## src/rtl/idec_pkg.sv

```systemverilog
// Shared decode definitions: instruction kinds, ARM condition codes,
// the packed decoded record and the field-decode helper.
package idec_pkg;

  localparam int IDEC_XLEN = 32;
  localparam int IDEC_RW   = 4;

  typedef enum logic [1:0] {
    KIND_NOP = 2'd0,
    KIND_DP  = 2'd1,
    KIND_MEM = 2'd2,
    KIND_BR  = 2'd3
  } kind_e;

  localparam logic [3:0] COND_EQ = 4'h0;
  localparam logic [3:0] COND_NE = 4'h1;
  localparam logic [3:0] COND_CS = 4'h2;
  localparam logic [3:0] COND_CC = 4'h3;
  localparam logic [3:0] COND_MI = 4'h4;
  localparam logic [3:0] COND_PL = 4'h5;
  localparam logic [3:0] COND_VS = 4'h6;
  localparam logic [3:0] COND_VC = 4'h7;
  localparam logic [3:0] COND_HI = 4'h8;
  localparam logic [3:0] COND_LS = 4'h9;
  localparam logic [3:0] COND_GE = 4'hA;
  localparam logic [3:0] COND_LT = 4'hB;
  localparam logic [3:0] COND_GT = 4'hC;
  localparam logic [3:0] COND_LE = 4'hD;
  localparam logic [3:0] COND_AL = 4'hE;
  localparam logic [3:0] COND_NV = 4'hF;

  localparam logic [IDEC_RW-1:0] LINK_REG = 4'd14;

  typedef struct packed {
    kind_e                 kind;
    logic [3:0]            alu_op;
    logic                  set_flags;
    logic [IDEC_RW-1:0]    rn;
    logic [IDEC_RW-1:0]    rd;
    logic [IDEC_RW-1:0]    rm;
    logic                  imm_en;
    logic [IDEC_XLEN-1:0]  imm;
    logic                  reg_we;
    logic                  mem_we;
    logic                  mem_re;
    logic                  br_link;
    logic [IDEC_XLEN-1:0]  br_target;
  } dec_rec_t;

  localparam dec_rec_t REC_NONE = '0;

  // Field decode of an instruction assumed to pass its condition.
  function automatic dec_rec_t decode(input logic [31:0] instr, input logic [31:0] pc);
    dec_rec_t    r;
    logic [31:0] imm8;
    logic [63:0] dbl;
    logic [4:0]  sh;
    r    = REC_NONE;
    imm8 = {24'h0, instr[7:0]};
    sh   = {instr[11:8], 1'b0};
    dbl  = {imm8, imm8} >> sh;
    if (instr[27:26] == 2'b00) begin
      r.kind      = KIND_DP;
      r.alu_op    = instr[24:21];
      r.set_flags = instr[20];
      r.rn        = instr[19:16];
      r.rd        = instr[15:12];
      r.rm        = instr[3:0];
      r.imm_en    = instr[25];
      r.imm       = dbl[31:0];
      // opcodes 1000..1011 are the compare family and never write rd
      r.reg_we    = (instr[24:23] != 2'b10);
    end else if (instr[27:26] == 2'b01) begin
      r.kind   = KIND_MEM;
      r.rn     = instr[19:16];
      r.rd     = instr[15:12];
      r.imm_en = ~instr[25];
      r.imm    = {20'h0, instr[11:0]};
      r.mem_re = instr[20];
      r.reg_we = instr[20];
      r.mem_we = ~instr[20];
    end else if (instr[27:25] == 3'b101) begin
      r.kind      = KIND_BR;
      r.br_link   = instr[24];
      r.reg_we    = instr[24];
      r.rd        = instr[24] ? LINK_REG : 4'd0;
      r.br_target = pc + 32'd8 + {{6{instr[23]}}, instr[23:0], 2'b00};
    end
    return r;
  endfunction

endpackage

```

## src/rtl/idec_cond.sv

```systemverilog
// ARM condition-code evaluation: cond field against flags {N,Z,C,V}.
module idec_cond
  import idec_pkg::*;
(
  input  logic [3:0] cond,
  input  logic [3:0] flags,
  output logic       pass
);

  logic n, z, c, v;
  assign n = flags[3];
  assign z = flags[2];
  assign c = flags[1];
  assign v = flags[0];

  // Condition table; NV never executes.
  always_comb begin
    pass = 1'b0;
    case (cond)
      COND_EQ: pass = z;
      COND_NE: pass = !z;
      COND_CS: pass = c;
      COND_CC: pass = !c;
      COND_MI: pass = n;
      COND_PL: pass = !n;
      COND_VS: pass = v;
      COND_VC: pass = !v;
      COND_HI: pass = c && !z;
      COND_LS: pass = !c || z;
      COND_GE: pass = (n == v);
      COND_LT: pass = (n != v);
      COND_GT: pass = !z && (n == v);
      COND_LE: pass = z || (n != v);
      COND_AL: pass = 1'b1;
      default: pass = 1'b0;
    endcase
  end

endmodule

```

## src/rtl/idec_pipe.sv

```systemverilog
// One-stage instruction decode pipe with valid/ready handshakes.
// Optional macro IDEC_PIPE_SKID_EN adds a skid entry so in_ready is registered.
//
// Handshake: a transfer happens on a rising edge where valid && ready are both
// high; the producer holds valid and data stable until that edge, and ready may
// not depend on valid. flush_i overrides both sides for that edge.
module idec_pipe
  import idec_pkg::*;
#(
  parameter int XLEN   = 32,
  parameter int REG_AW = 4
) (
  input  logic              clk,
  input  logic              rst_n,
  input  logic              in_valid,
  output logic              in_ready,
  input  logic [XLEN-1:0]   instr_i,
  input  logic [XLEN-1:0]   pc_i,
  input  logic [3:0]        cpsr_i,
  input  logic              flush_i,
  output logic              out_valid,
  input  logic              out_ready,
  output logic [1:0]        kind_o,
  output logic [3:0]        alu_op_o,
  output logic              set_flags_o,
  output logic [REG_AW-1:0] rn_o,
  output logic [REG_AW-1:0] rd_o,
  output logic [REG_AW-1:0] rm_o,
  output logic              imm_en_o,
  output logic [XLEN-1:0]   imm_o,
  output logic              reg_we_o,
  output logic              mem_we_o,
  output logic              mem_re_o,
  output logic              br_link_o,
  output logic [XLEN-1:0]   br_target_o
);

  logic     cond_pass;
  logic     accept;
  dec_rec_t in_rec;
  dec_rec_t main_q;
  logic     main_v;

  idec_cond u_cond (
    .cond  (instr_i[31:28]),
    .flags (cpsr_i),
    .pass  (cond_pass)
  );

  // A failed condition collapses to an all-zero NOP that still occupies a slot.
  assign in_rec = cond_pass ? decode(instr_i, pc_i) : REC_NONE;
  assign accept = in_valid && in_ready && !flush_i;

`ifdef IDEC_PIPE_SKID_EN
  dec_rec_t skid_q;
  logic     skid_v;

  assign in_ready = !skid_v;

  // Main entry feeds the output; skid catches the one record accepted while stalled.
  always_ff @(posedge clk or negedge rst_n) begin
    if (!rst_n) begin
      main_v <= 1'b0;
      main_q <= REC_NONE;
      skid_v <= 1'b0;
      skid_q <= REC_NONE;
    end else if (flush_i) begin
      main_v <= 1'b0;
      main_q <= REC_NONE;
      skid_v <= 1'b0;
      skid_q <= REC_NONE;
    end else if (skid_v) begin
      if (out_ready) begin
        main_q <= skid_q;
        skid_v <= 1'b0;
      end
    end else if (accept) begin
      if (!main_v || out_ready) begin
        main_q <= in_rec;
        main_v <= 1'b1;
      end else begin
        skid_q <= in_rec;
        skid_v <= 1'b1;
      end
    end else if (out_ready) begin
      main_v <= 1'b0;
    end
  end
`else
  assign in_ready = !main_v || out_ready;

  // Single entry: load on accept, empty when drained without refill.
  always_ff @(posedge clk or negedge rst_n) begin
    if (!rst_n) begin
      main_v <= 1'b0;
      main_q <= REC_NONE;
    end else if (flush_i) begin
      main_v <= 1'b0;
      main_q <= REC_NONE;
    end else if (accept) begin
      main_q <= in_rec;
      main_v <= 1'b1;
    end else if (out_ready) begin
      main_v <= 1'b0;
    end
  end
`endif

  assign out_valid   = main_v;
  assign kind_o      = main_q.kind;
  assign alu_op_o    = main_q.alu_op;
  assign set_flags_o = main_q.set_flags;
  assign rn_o        = REG_AW'(main_q.rn);
  assign rd_o        = REG_AW'(main_q.rd);
  assign rm_o        = REG_AW'(main_q.rm);
  assign imm_en_o    = main_q.imm_en;
  assign imm_o       = main_q.imm;
  assign reg_we_o    = main_q.reg_we;
  assign mem_we_o    = main_q.mem_we;
  assign mem_re_o    = main_q.mem_re;
  assign br_link_o   = main_q.br_link;
  assign br_target_o = main_q.br_target;

endmodule
```

## config.mk

```make
export PLATFORM = sky130hd
export DESIGN_NAME = idec_pipe
export DESIGN_NICKNAME = d
export VERILOG_FILES = /design/src/rtl/idec_pkg.sv /design/src/rtl/idec_cond.sv /design/src/rtl/idec_pipe.sv
export SDC_FILE = /design/constraint.sdc
export NUM_CORES = 1
export LEC_CHECK = 0
export BUFFER_PORTS_ARGS = -buffer_cell sky130_fd_sc_hd__buf_4
export CORE_ASPECT_RATIO = 1.5
export CORE_MARGIN = 1
export CORE_UTILIZATION = 40
export CTS_CLUSTER_DIAMETER = 40
export DETAILED_ROUTE_END_ITERATION = 16
export GPL_ROUTABILITY_DRIVEN = 0
export MAX_ROUTING_LAYER = met4
export PLACE_DENSITY_LB_ADDON = 0.05
export SLEW_MARGIN = 30
export SYNTH_ARGS = -nofsm -noshare
export SYNTH_HDL_FRONTEND = slang
export SYNTH_SLANG_ARGS = --single-unit
```

## constraint.sdc

```tcl
create_clock -name clk -period 2.5 [get_ports clk]
set_clock_uncertainty 0.1 [all_clocks]
set_input_delay 0.25 -clock clk [delete_from_list [all_inputs] [get_ports clk]]
set_output_delay 0.25 -clock clk [all_outputs]
set_load 0.02 [all_outputs]
```

; ---- After elaboration in Yosys (flattened, before gate mapping)
; Cells that the tools add are included.
[word_totals]
regBits = 89
output_inout_bits = 90
wordCells = 80
inputBits = 73
[classes]
n_bitwise = 2
n_reduce_logical = 17
addsub = 2
n_eq_ne = 19
shifts = 1
n_mux = 25
[ops]
columns = cell, n
row1 = two-way mux 88 bit, 3
row2 = two-way mux 33 bit, 3
row3 = >> shifter 40 x 5 -> 32 bit, 1
row4 = two-way mux 35 bit, 1
row5 = two-way mux 34 bit, 1
row6 = adder 32 bit, 1
row7 = "adder 32 x 4 -> 32 bit, second input constant", 1
row8 = "== test 4 bit, second input constant", 7
row9 = two-way mux 4 bit, 5
row10 = "== test 4 x 3 -> 1 bit, second input constant", 4
row11 = case mux 1 bit (15 select lines), 1
row12 = "== test 4 x 2 -> 1 bit, second input constant", 2
row13 = two-way mux 2 bit, 4
row14 = two-way mux 8 bit, 1
row15 = logical NOT 1 bit, 6
row16 = two-way mux 1 bit, 5
row17 = two-way mux 5 bit, 1
row18 = "== test 4 x 1 -> 1 bit, second input constant", 1
row19 = logical AND 1 bit, 4
row20 = logical NOT 4 bit, 1
row21 = "== test 3 bit, second input constant", 1
row22 = logical OR 1 bit, 3
row23 = nonzero test 3 bit, 1
row24 = "== test 2 x 1 -> 1 bit, second input constant", 1
row25 = 6 further kinds, 7

; ---- Depth between registers and ports, before layout
; Gate-level depths: netlist (run 1).
[logic_depth]
depth_word = 8
ltp_mapped = 13
mapped_depth_nobuf = 13

; ---- Cells and area by module
; A second synthesis (run 1) with hierarchy kept.
[hier_totals]
hier_cells = 629
area_unflattened_um2 = 5860.6
[by_module_without_submodules]
columns = module, cells_each, n_inst, seq_area_each_um2, area_per_inst_um2
row1 = idec_pipe, 601, 1, 2227.1, 5666.7
row2 = idec_cond, 28, 1, 0.0, 193.9

; ---- Least setup slack after synthesis (run 1)
; Ideal clock, no wire load.
[synth_timing]
kind = input -> register
startpoint = input port instr_i[1]
endpoint = register main_q (netlist bit br_target_o[27])
cell_stages = 13
slack_ns = -0.286
arrival_time_ns = 2.564
t_required_ns = 2.278
n_path_buf = 0
setup_time_ns = 0.122
cell_sequence = inv_1 -> ha_1 -> inv_1 -> ha_1 -> inv_1 -> fa_1 -> nand2b_1 -> a21oi_1 -> o2111ai_1 -> a2111o_1 -> a21oi_1 -> o21ai_0 -> a32o_1
[synth_via]
elab_chain_len = 7
[synth_lines]
columns = item, line
row1 = start: declaration, idec_pipe.sv:17  ; input logic [XLEN-1:0] instr_i,
row2 = adder 32 bit, idec_pkg.sv:87  ; r.br_target = pc + 32'd8 + {{6{instr[23]}}, instr[23:0], 2'b00};
row3 = two-way mux 33 bit, idec_pkg.sv:82  ; end else if (instr[27:25] == 3'b101) begin
row4 = two-way mux 33 bit, idec_pkg.sv:73  ; end else if (instr[27:26] == 2'b01) begin
row5 = two-way mux 35 bit, idec_pkg.sv:62  ; if (instr[27:26] == 2'b00) begin
row6 = two-way mux 88 bit, idec_pipe.sv:51  ; assign in_rec = cond_pass ? decode(instr_i, pc_i) : REC_NONE;
row7 = two-way mux 88 bit, idec_pipe.sv:100  ; end else if (accept) begin
row8 = two-way mux 88 bit, idec_pipe.sv:97  ; end else if (flush_i) begin
row9 = end signal: assignment, idec_pipe.sv:101  ; main_q <= in_rec;
row10 = end: declaration, idec_pipe.sv:41  ; dec_rec_t main_q;
; No other way between the ends. The select of a mux whose other input is x is not followed.
; A chain may end at the register's enable or synchronous reset.

; ---- Final worst setup path (run 1)
[layout_timing]
startpoint = input port instr_i[1]
endpoint = register main_q (netlist bit br_target_o[31])
; Same word-level chain as after synthesis.

==> results.yml, run 1 <==
clock_network:
  cts_buffers: 9
  clk_pin_slew_ns: 0.08
  root_buffer: "clkbuf_16"
  cts.sinks: 89
  cts_tree: "built"
  htree_levels: 3
  max-clock-path-buffers: 2
  clk_latency_ns: 0.35
grt:
  grt_usage_pct: 27.3
  grt_overflow_total: 0
  grt_pass1_wl_mm: 30.8
  antenna_found_initial: 0
  grt_max_degree: 89
  grt_pass1_vias: 6096
timing:
  slew_violations: 0
  max_freq_mhz: 410
  slew_headroom_pct: 59.3
  hold_viol: 0
  rsz0062_at_grt: "yes"
  layout_min_cycle_time_ns: 2.44
  setup_tns_ns: 0
  tightest_slew_ns: 0.604
  setup_viol: 0
  fin_crit_sh_pct: 97.6
run_status:
  status: "finished, final reports clean"
worst_hold_path:
  hold_depth: 2
  min_path_type: "in -> reg"
critical_path:
  endpoint: "br_target_o[31]$_DFFE_PN0P_"
  r2r_slack_ns: 0.37
  cp-end-kind: "flip-flop"
  worstPathRequired_ns: 2.64
  cp_max_fo: 3
  critical_path_class: "in -> reg"
  crit_start: "instr_i[1]"
  cp.arrival_ns: 2.58
  r2r_cells: 9
  critPathLaunchType: "primary input"
  timing.rr.start: "out_valid$_DFFE_PN0P_"
  r2r-end: "alu_op_o[0]$_DFFE_PN0P_"
synth:
  ys_seq_elements: 89
  synth_area_leaders: "dfrtp_1, ha_1, a22o_1, o21ai_0, nand2_1"
  synth_top_area_cell: "dfrtp_1"
  synth.avg_cell_area_sq_um: 9.20
  syn_inst: 636
  ys_seq_area_share_pct: 38.1
  synth_area_sq_mm: 0.00585
  synth_cell_types: 56
  yosysMostFrequentCell: "dfrtp_1"
  syn-num-nets: 767
  async_reset_ff_share_pct: 100
  synth_edf_count: 0
  yosysWarnings: 0
  synth_common_cells: "dfrtp_1, nand2_1, o21ai_0"
  synth_top_area_share_pct: 38.1
  synthFlopType: "dfrtp_1"
routing:
  via_per_inst: 5.52
  vias: 5968
  drc: 0
  drtPass1Iterations: 6
  drt-initial-drc-count: 226
  drt_wl_total_mm: 19.5
  ant_nets: 0
  wl_per_cell_um: 18.1
placed_design:
  placed_cell_area_sq_mm: 0.00808
  portBuffers: 162
  dp_hpwl_mm: 15.4
power:
  p_leak_uw: 0.00427
  power.internal_uw: 2780
  cellPowerDensity_mw_per_mm2: 492
  finalPower_uw: 4160
  switching_share_pct: 33.1
  switching_power_uw: 1380
  pwr-share-comb_pct: 31.2
  pwr-share-clk_pct: 33.2
  seqPwrFrac_pct: 35.6
  ir_drop_v: 0.000307
layout:
  num-fill-cells: 1308
  final_area_sq_mm: 0.00845
  drive_above_1_share_pct: 34.7
  nNetsFinal: 1016
  fin_util_pct: 59.9
  syn_to_final_growth_pct: 44.5
  antenna_cells: 0
die:
  start_util_pct: 41.4
  dieArea_sq_mm: 0.0151
  die_h_um: 150
  num_rows: 53
  die_w_um: 101
  ios: 163
  core_area_sq_mm: 0.0141
flow_run:
  drv_cap: 0
[metrics by stage]
step / hold WS, ns / cells / setup slack, ns
6_report: 0.0161 / 1082 / 0.0599
5_1_grt: 0.0120 / 1082 / -0.0449
4_1_cts: 0.0106 / 1080 / 0.00890
3_5_place_dp: 0.0459 / 1062 / -0.473
3_3_place_gp: 0.0453 / 1062 / -0.421
2_1_floorplan: -0.146 / 636 / -0.120
[layout make-up]
class                           instances  area (sq um)  share of cell area [%]
Inverter                               23           106                    1.26
Timing Repair Buffer                  273          2110                    24.9
Multi-Input combinational cell        489          3470                    41.1
Clock buffer                            9           225                    2.66
Clock inverter                          7          73.8                   0.873
Tap cell                              192           240                    2.84
Sequential cell                        89          2230                    26.3
[layout by cell type, fill, tap and decap left out, types with 4 or more instances in the layout]
cell type	Yosys	layout
and2_1	4	4
mux2i_1	5	5
nor2b_1	4	4
a21oi_2	0	4
inv_1	23	19
nor3_1	6	6
a21oi_1	49	43
o211ai_1	7	7
a21o_1	15	15
nor2_1	31	31
nand2b_1	12	11
a32o_1	8	8
clkbuf_16	0	9
ha_1	57	55
o22ai_1	6	6
buf_4	0	266
nand2_1	75	75
nand3_1	5	5
xor2_1	15	15
nand4_1	6	6
o21ai_1	1	4
o21ai_0	62	59
xnor2_1	10	10
a22o_1	41	41
dfrtp_1	89	89
o31ai_1	5	5
a22oi_1	7	7
[worst min path at each step]
stage	from	to	slack, ns
2_1_floorplan	rst_n	alu_op_o[0]$_DFFE_PN0P_	-0.15
3_3_place_gp	rst_n	br_target_o[6]$_DFFE_PN0P_	0.05
3_5_place_dp	rst_n	br_target_o[6]$_DFFE_PN0P_	0.05
4_1_cts	pc_i[0]	br_target_o[0]$_DFFE_PN0P_	0.01
5_1_grt	pc_i[0]	br_target_o[0]$_DFFE_PN0P_	0.01
6_report	pc_i[0]	br_target_o[0]$_DFFE_PN0P_	0.02
[layer usage]
layer  up-vias  global-route usage [%]  wire length, um
li1       2850                       -                -
met1      2854                    29.2             7340
met2       212                    49.8            10700
met3        52                    3.25              868
met4         0                    12.3              671
met5         -                       -                0
[timing repair]
action	CTS	global route
endpoints found under the setup margin	3	8
pin swaps	5	2
resized for setup	2	10
buffers inserted	0	2
hold endpoints to repair	19	0
hold buffers	2	0
[cell families (layout without fill, tap and decap cells)]
kind of cell	count (synthesis)	count (layout)	synth area share, %
DFF	89	89	38.1
xor gates and xnor gates	25	25	3.74
buffers and inverters	58	312	3.89
adders and majority gates	58	58	12.5
AOI/OAI and AO/OA	231	231	26.5
muxes	8	8	1.43
and+or+nand+nor	167	167	13.8
[state kept, by name, summed over array words and instances, names as in the netlist, 2 cells and up]
register,count
imm_o,32
rn_o,4
br_target_o,32
alu_op_o,4
kind_o,2
rd_o,4
rm_o,4
[critical path: stages]
cell       delay, ns
buf_8           0.10
inv_6           0.05
ha_4            0.19
inv_4           0.05
ha_4            0.12
inv_2           0.03
fa_2            0.33
nand2b_4        0.16
a21oi_4         0.17
o2111ai_2       0.16
a2111o_1        0.47
a21oi_2         0.16
o21ai_1         0.07
a32o_1          0.25
[power groups by stage]
stage          Sequential [uW]  Combinational, uW  Clock, uW
2_1_floorplan             1540                624          0
3_3_place_gp              1510               1250          0
3_5_place_dp              1510               1260          0
4_1_cts                   1480               1280       1400
5_1_grt                   1480               1410       1460
6_report                  1480               1300       1380
Power figures use the tool's default switching activity.
==> run 2: changes to the inputs <==
--- a/config.mk
+++ b/config.mk
@@ -8,12 +8,14 @@
 export BUFFER_PORTS_ARGS = -buffer_cell sky130_fd_sc_hd__buf_4
 export CORE_ASPECT_RATIO = 1.5
 export CORE_MARGIN = 1
-export CORE_UTILIZATION = 40
+export CORE_UTILIZATION = 48
 export CTS_CLUSTER_DIAMETER = 40
+export CTS_CLUSTER_SIZE = 16
 export DETAILED_ROUTE_END_ITERATION = 16
 export GPL_ROUTABILITY_DRIVEN = 0
 export MAX_ROUTING_LAYER = met4
 export PLACE_DENSITY_LB_ADDON = 0.05
+export RECOVER_POWER = 100
 export SLEW_MARGIN = 30
 export SYNTH_ARGS = -nofsm -noshare
 export SYNTH_HDL_FRONTEND = slang
==> run 2 against run 1 <==
Net effect:
- combinational power is 5% lower
- cell area is 6.3% lower
- worst hold slack better by 0.0098 ns
- sequential share of layout area is 1.8 points higher
- die area is 16% lower
- register-to-register slack worse by 0.15 ns
==> results.yml, run 2 (synthesized netlist as in run 1, its figures left out) <==
placed_design:
  placed_cell_area_sq_mm: 0.00794
  portBuffers: 162
  dp_hpwl_mm: 15.0
die:
  core_area_sq_mm: 0.0120
  dieArea_sq_mm: 0.0126
  ios: 163
  die_w_um: 92.1
  start_util_pct: 48.9
  num_rows: 49
  die_h_um: 137
flow_run:
  drv_cap: 0
grt:
  use_met2_pct: 59.2
  gr-max-usage-layer: "met2"
  grt_usage_pct: 31.3
  grt_overflow_total: 0
  grt_max_degree: 89
  antenna_found_initial: 0
  grt_pass1_wl_mm: 29.8
  grt_pass1_vias: 6082
  met1_usage_pct: 32.3
  grt_use_met3_pct: 3.70
routing:
  drtPass1Iterations: 5
  drt-initial-drc-count: 352
  drc: 0
  wl_per_cell_um: 18.4
  via_per_inst: 5.81
  ant_nets: 0
  drt_wl_total_mm: 19.0
  vias: 6003
timing:
  hold_viol: 0
  setup_tns_ns: 0
  layout_min_cycle_time_ns: 2.48
  rsz0062_at_grt: "yes"
  setup_viol: 0
  slew_violations: 0
  tightest_slew_ns: 1.09
  slew_headroom_pct: 27.4
  fin_crit_sh_pct: 99.1
  max_freq_mhz: 404
layout:
  nNetsFinal: 1006
  drive_above_1_share_pct: 22.8
  num-fill-cells: 1085
  syn_to_final_growth_pct: 35.4
  final_area_sq_mm: 0.00792
  mostFrequentLayoutCell: "buf_4"
  antenna_cells: 0
  most-common-layout-cells: "buf_4, clkbuf_1, dfrtp_1, nand2_1, o21ai_0"
clock_network:
  max-clock-path-buffers: 2
  clk_pin_slew_ns: 0.08
  cts_tree: "built"
  htree_levels: 3
  cts.sinks: 89
  cts_buffers: 9
  clk_latency_ns: 0.34
  root_buffer: "clkbuf_16"
worst_hold_path:
  min_path_type: "in -> reg"
critical_path:
  slowest_stage: "a2111o_1"
  cp-end-kind: "flip-flop"
  cp_max_fo: 3
  crit_buf_inv: 4
  critical_path_class: "in -> reg"
  worstPathRequired_ns: 2.64
  cp_slowest_stage_delay_ns: 0.48
  critPathLaunchType: "primary input"
  cp.arrival_ns: 2.62
  path_cells: "buf_8, inv_6, ha_4, inv_2, ha_4, inv_2, fa_2, nand2b_4, a21oi_4, o2111ai_2, a2111o_1, a21oi_2, o21ai_1, a32o_1"
  crit_family: "compound AO/OA/AOI/OAI gates"
power:
  ir_drop_v: 0.000375
  cellPowerDensity_mw_per_mm2: 515
  p_leak_uw: 0.00380
run_status:
  status: "finished, final reports clean"
run 2: cell types whose count changed in the layout (fill, tap and decap cells not counted), sizes merged:
| cell | previous run | this run |
|---|---|---|
| buf | 271 | 160 |
| clkbuf | 9 | 110 |
| clkinv | 2 | 0 |
| inv | 26 | 28 |
run 2: repair_timing:
action,in CTS,in global routing
cloned,0,0
hold buffers,2,0
resized for setup,2,8
setup endpoints to repair,3,10
hold endpoints to repair,44,0
buffers inserted,0,3
pin swaps,3,2
run 2: path summary, 6_finish.rpt:
check	startpoint	endpoint	slack (ns)	depth (start not counted)
min	pc_i[0]	br_target_o[0]$_DFFE_PN0P_	0.03	2
max in group asynchronous	rst_n	rd_o[0]$_DFFE_PN0P_	0.44	3
min in group asynchronous	rst_n	imm_o[4]$_DFFE_PN0P_	0.54	2
max	instr_i[1]	br_target_o[31]$_DFFE_PN0P_	0.02	14
max reg2reg	out_valid$_DFFE_PN0P_	imm_o[22]$_DFFE_PN0P_	0.22	8
min reg2reg	br_target_o[8]$_DFFE_PN0P_	br_target_o[8]$_DFFE_PN0P_	0.38	2
run 2: area by class of cell:
cell class	count	area [sq um]	share of cell area (%)
inverters	23	104	1.31
clock inverters	7	66.3	0.837
flip-flops and latches	89	2230	28.1
multi-input cells	489	3460	43.7
repair buffers	263	1640	20.8
clock buffers	9	225	2.84
well taps	153	191	2.42
run 2: where the power goes:
part	switching [uW]	internal (uW)
clock network	660	703
logic	675	562
registers	14.9	1460
run 2: through the flow:
stage	worst slack, ns	instances	utilization [%]	hold slack (ns)	total power (uW)
2_1_floorplan	-0.120	636	-	-0.146	2160
3_3_place_gp	-0.413	1012	66.4	0.187	2720
3_5_place_dp	-0.448	1012	66.4	0.191	2740
4_1_cts	0.00224	1030	69.1	0.0174	4110
5_1_grt	-0.0717	1033	66.3	0.0314	4260
6_report	0.0230	1033	66.3	0.0259	4080
run 2: metal layers:
metal,vias to the layer above,wire length (um)
li1,2834,-
met1,2864,6960
met2,253,10300
met3,52,969
met4,0,733
met5,-,0
run 2: worst reg2reg max path, delay by kind of cell, from the launching register on:
kind | cells | cell delay, ns
buffers and inverters | 2 | 0.67
AOI/OAI and AO/OA | 3 | 0.63
DFF | 1 | 0.38
and+or+nand+nor | 3 | 0.43
==> run 3: changes to the inputs <==
--- a/config.mk
+++ b/config.mk
@@ -13,7 +13,6 @@
 export CTS_CLUSTER_SIZE = 16
 export DETAILED_ROUTE_END_ITERATION = 16
 export GPL_ROUTABILITY_DRIVEN = 0
-export MAX_ROUTING_LAYER = met4
 export PLACE_DENSITY_LB_ADDON = 0.05
 export RECOVER_POWER = 100
 export SLEW_MARGIN = 30
==> run 3 against run 2 <==
Net effect:
- the flow now finishes with violations (negative setup slack)
- die area unchanged
- fmax shrank 1.3%
- register-to-register slack improved by 0.09 ns
- worst hold slack got worse by 0.0027 ns
- largest power group unchanged
- non-clock buffer count shrank 1
- sequential share of layout area about the same
- largest cell class unchanged
- worst setup slack got worse by 0.033 ns
- critical path depth unchanged
- global-route usage shrank 0.83 points
- flip-flop and latch count unchanged
- clock-buffer cell count did not move
==> results.yml, run 3 (synthesized netlist as in run 1, its figures left out) <==
routing:
  via_per_inst: 5.82
  drt_wl_total_mm: 19.0
  ant_nets: 0
  vias: 6006
  drt-initial-drc-count: 286
  drc: 0
  drtPass1Iterations: 6
  wl_per_cell_um: 18.4
clock_network:
  htree_levels: 3
  cts_tree: "built"
  max-clock-path-buffers: 2
  root_buffer: "clkbuf_16"
  clk_latency_ns: 0.34
  clk_pin_slew_ns: 0.08
  cts.sinks: 89
  cts_buffers: 9
critical_path:
  critPathLaunchType: "primary input"
  cp_max_fo: 3
  cp.arrival_ns: 2.65
  critical_path_class: "in -> reg"
  cp-end-kind: "flip-flop"
  worstPathRequired_ns: 2.64
timing:
  fin_hold_ws_ns: 0.0232
  fin_crit_sh_pct: 100
  tightest_slew_ns: 1.09
  worst_slack_ns: -0.00962
  setup_viol: 2
  slew_violations: 0
  max_freq_mhz: 398
  slew_headroom_pct: 27.4
  rsz0062_at_grt: "yes"
  layout_min_cycle_time_ns: 2.51
  hold_viol: 0
grt:
  grt_max_degree: 89
  grt_pass1_vias: 6077
  grt_usage_pct: 30.4
  antenna_found_initial: 0
  grt_pass1_wl_mm: 29.8
  grt_overflow_total: 0
layout:
  nNetsFinal: 1005
  antenna_cells: 0
  most-common-layout-cells: "buf_4, clkbuf_1, dfrtp_1, nand2_1, o21ai_0"
  drive_above_1_share_pct: 23.3
  syn_to_final_growth_pct: 35.4
  mostFrequentLayoutCell: "buf_4"
die:
  die_w_um: 92.1
  ios: 163
  dieArea_sq_mm: 0.0126
  num_rows: 49
  start_util_pct: 48.9
  die_h_um: 137
  core_area_sq_mm: 0.0120
placed_design:
  dp_slack_ns: -0.448
  portBuffers: 162
  dp_hpwl_mm: 15.0
run_status:
  status: "finished with violations"
  violations: "negative setup slack"
power:
  ir_drop_v: 0.000378
  p_leak_uw: 0.00382
  cellPowerDensity_mw_per_mm2: 515
flow_run:
  drv_cap: 0
worst_hold_path:
  min_path_type: "in -> reg"
run 3: cell count changes in the layout (fill, tap and decap cells not counted), sizes merged:
cell    before  now
buf        160  163
clkbuf     110  106
run 3: cell type report:
type | count | area (sq um)
Tap cell | 153 | 191
Timing Repair Buffer | 262 | 1640
Sequential cell | 89 | 2230
Clock buffer | 9 | 225
Multi-Input combinational cell | 489 | 3460
Clock inverter | 7 | 66.3
Inverter | 23 | 106
Fill cell | 1083 | 4040
run 3: critical path, cell delays in order:
cell	delay [ns]
buf_8	0.11
inv_8	0.05
ha_4	0.19
inv_2	0.06
ha_4	0.12
inv_2	0.04
fa_2	0.35
nand2b_4	0.16
a21oi_4	0.17
o2111ai_2	0.15
a2111o_1	0.52
a21oi_2	0.17
o21ai_1	0.08
a32o_1	0.22
run 3: timing repair:
action / in CTS / in global routing
endpoints found under the setup margin: 3 / 9
gates resized for setup: 2 / 6
hold endpoints to repair: 44 / 0
pin swaps: 3 / 12
buffers inserted: 0 / 2
hold buffers: 2 / 0
run 3: worst paths after layout:
check | endpoint | slack (ns) | from | depth (start not counted)
max | br_target_o[31]$_DFFE_PN0P_ | -0.01 | instr_i[1] | 14
min | br_target_o[0]$_DFFE_PN0P_ | 0.02 | pc_i[0] | 2
max reg2reg | imm_o[16]$_DFFE_PN0P_ | 0.31 | out_valid$_DFFE_PN0P_ | 7
min reg2reg | br_target_o[8]$_DFFE_PN0P_ | 0.38 | br_target_o[8]$_DFFE_PN0P_ | 2
max in group asynchronous | rd_o[0]$_DFFE_PN0P_ | 0.44 | rst_n | 3
min in group asynchronous | imm_o[4]$_DFFE_PN0P_ | 0.54 | rst_n | 2
run 3: metrics by stage:
step	cells	total power [uW]	utilization, %	setup TNS, ns	instance area, sq um
6_report	1032	4080	66.2	-0.0135	7920
5_1_grt	1032	4270	66.2	-1.09	7920
3_3_place_gp	1012	2720	66.4	-2.99	7940
4_1_cts	1030	4110	69.1	0	8260
3_5_place_dp	1012	2740	66.4	-3.49	7940
2_1_floorplan	636	2160	-	-0.313	5910
run 3: where the power goes:
group | switching [uW] | internal [uW] | leakage [uW]
combinational | 677 | 562 | 0.00244
sequential | 15.0 | 1460 | 0.00124
clock | 660 | 703 | 0.000138
run 3: layer usage:
metal	GRT usage (%)	up-vias	part of all wire (%)
met5	0	-	0
met4	13.0	0	3.9
met3	4.58	53	5.1
met2	59.1	258	54
met1	32.2	2863	37
li1	-	2832	-
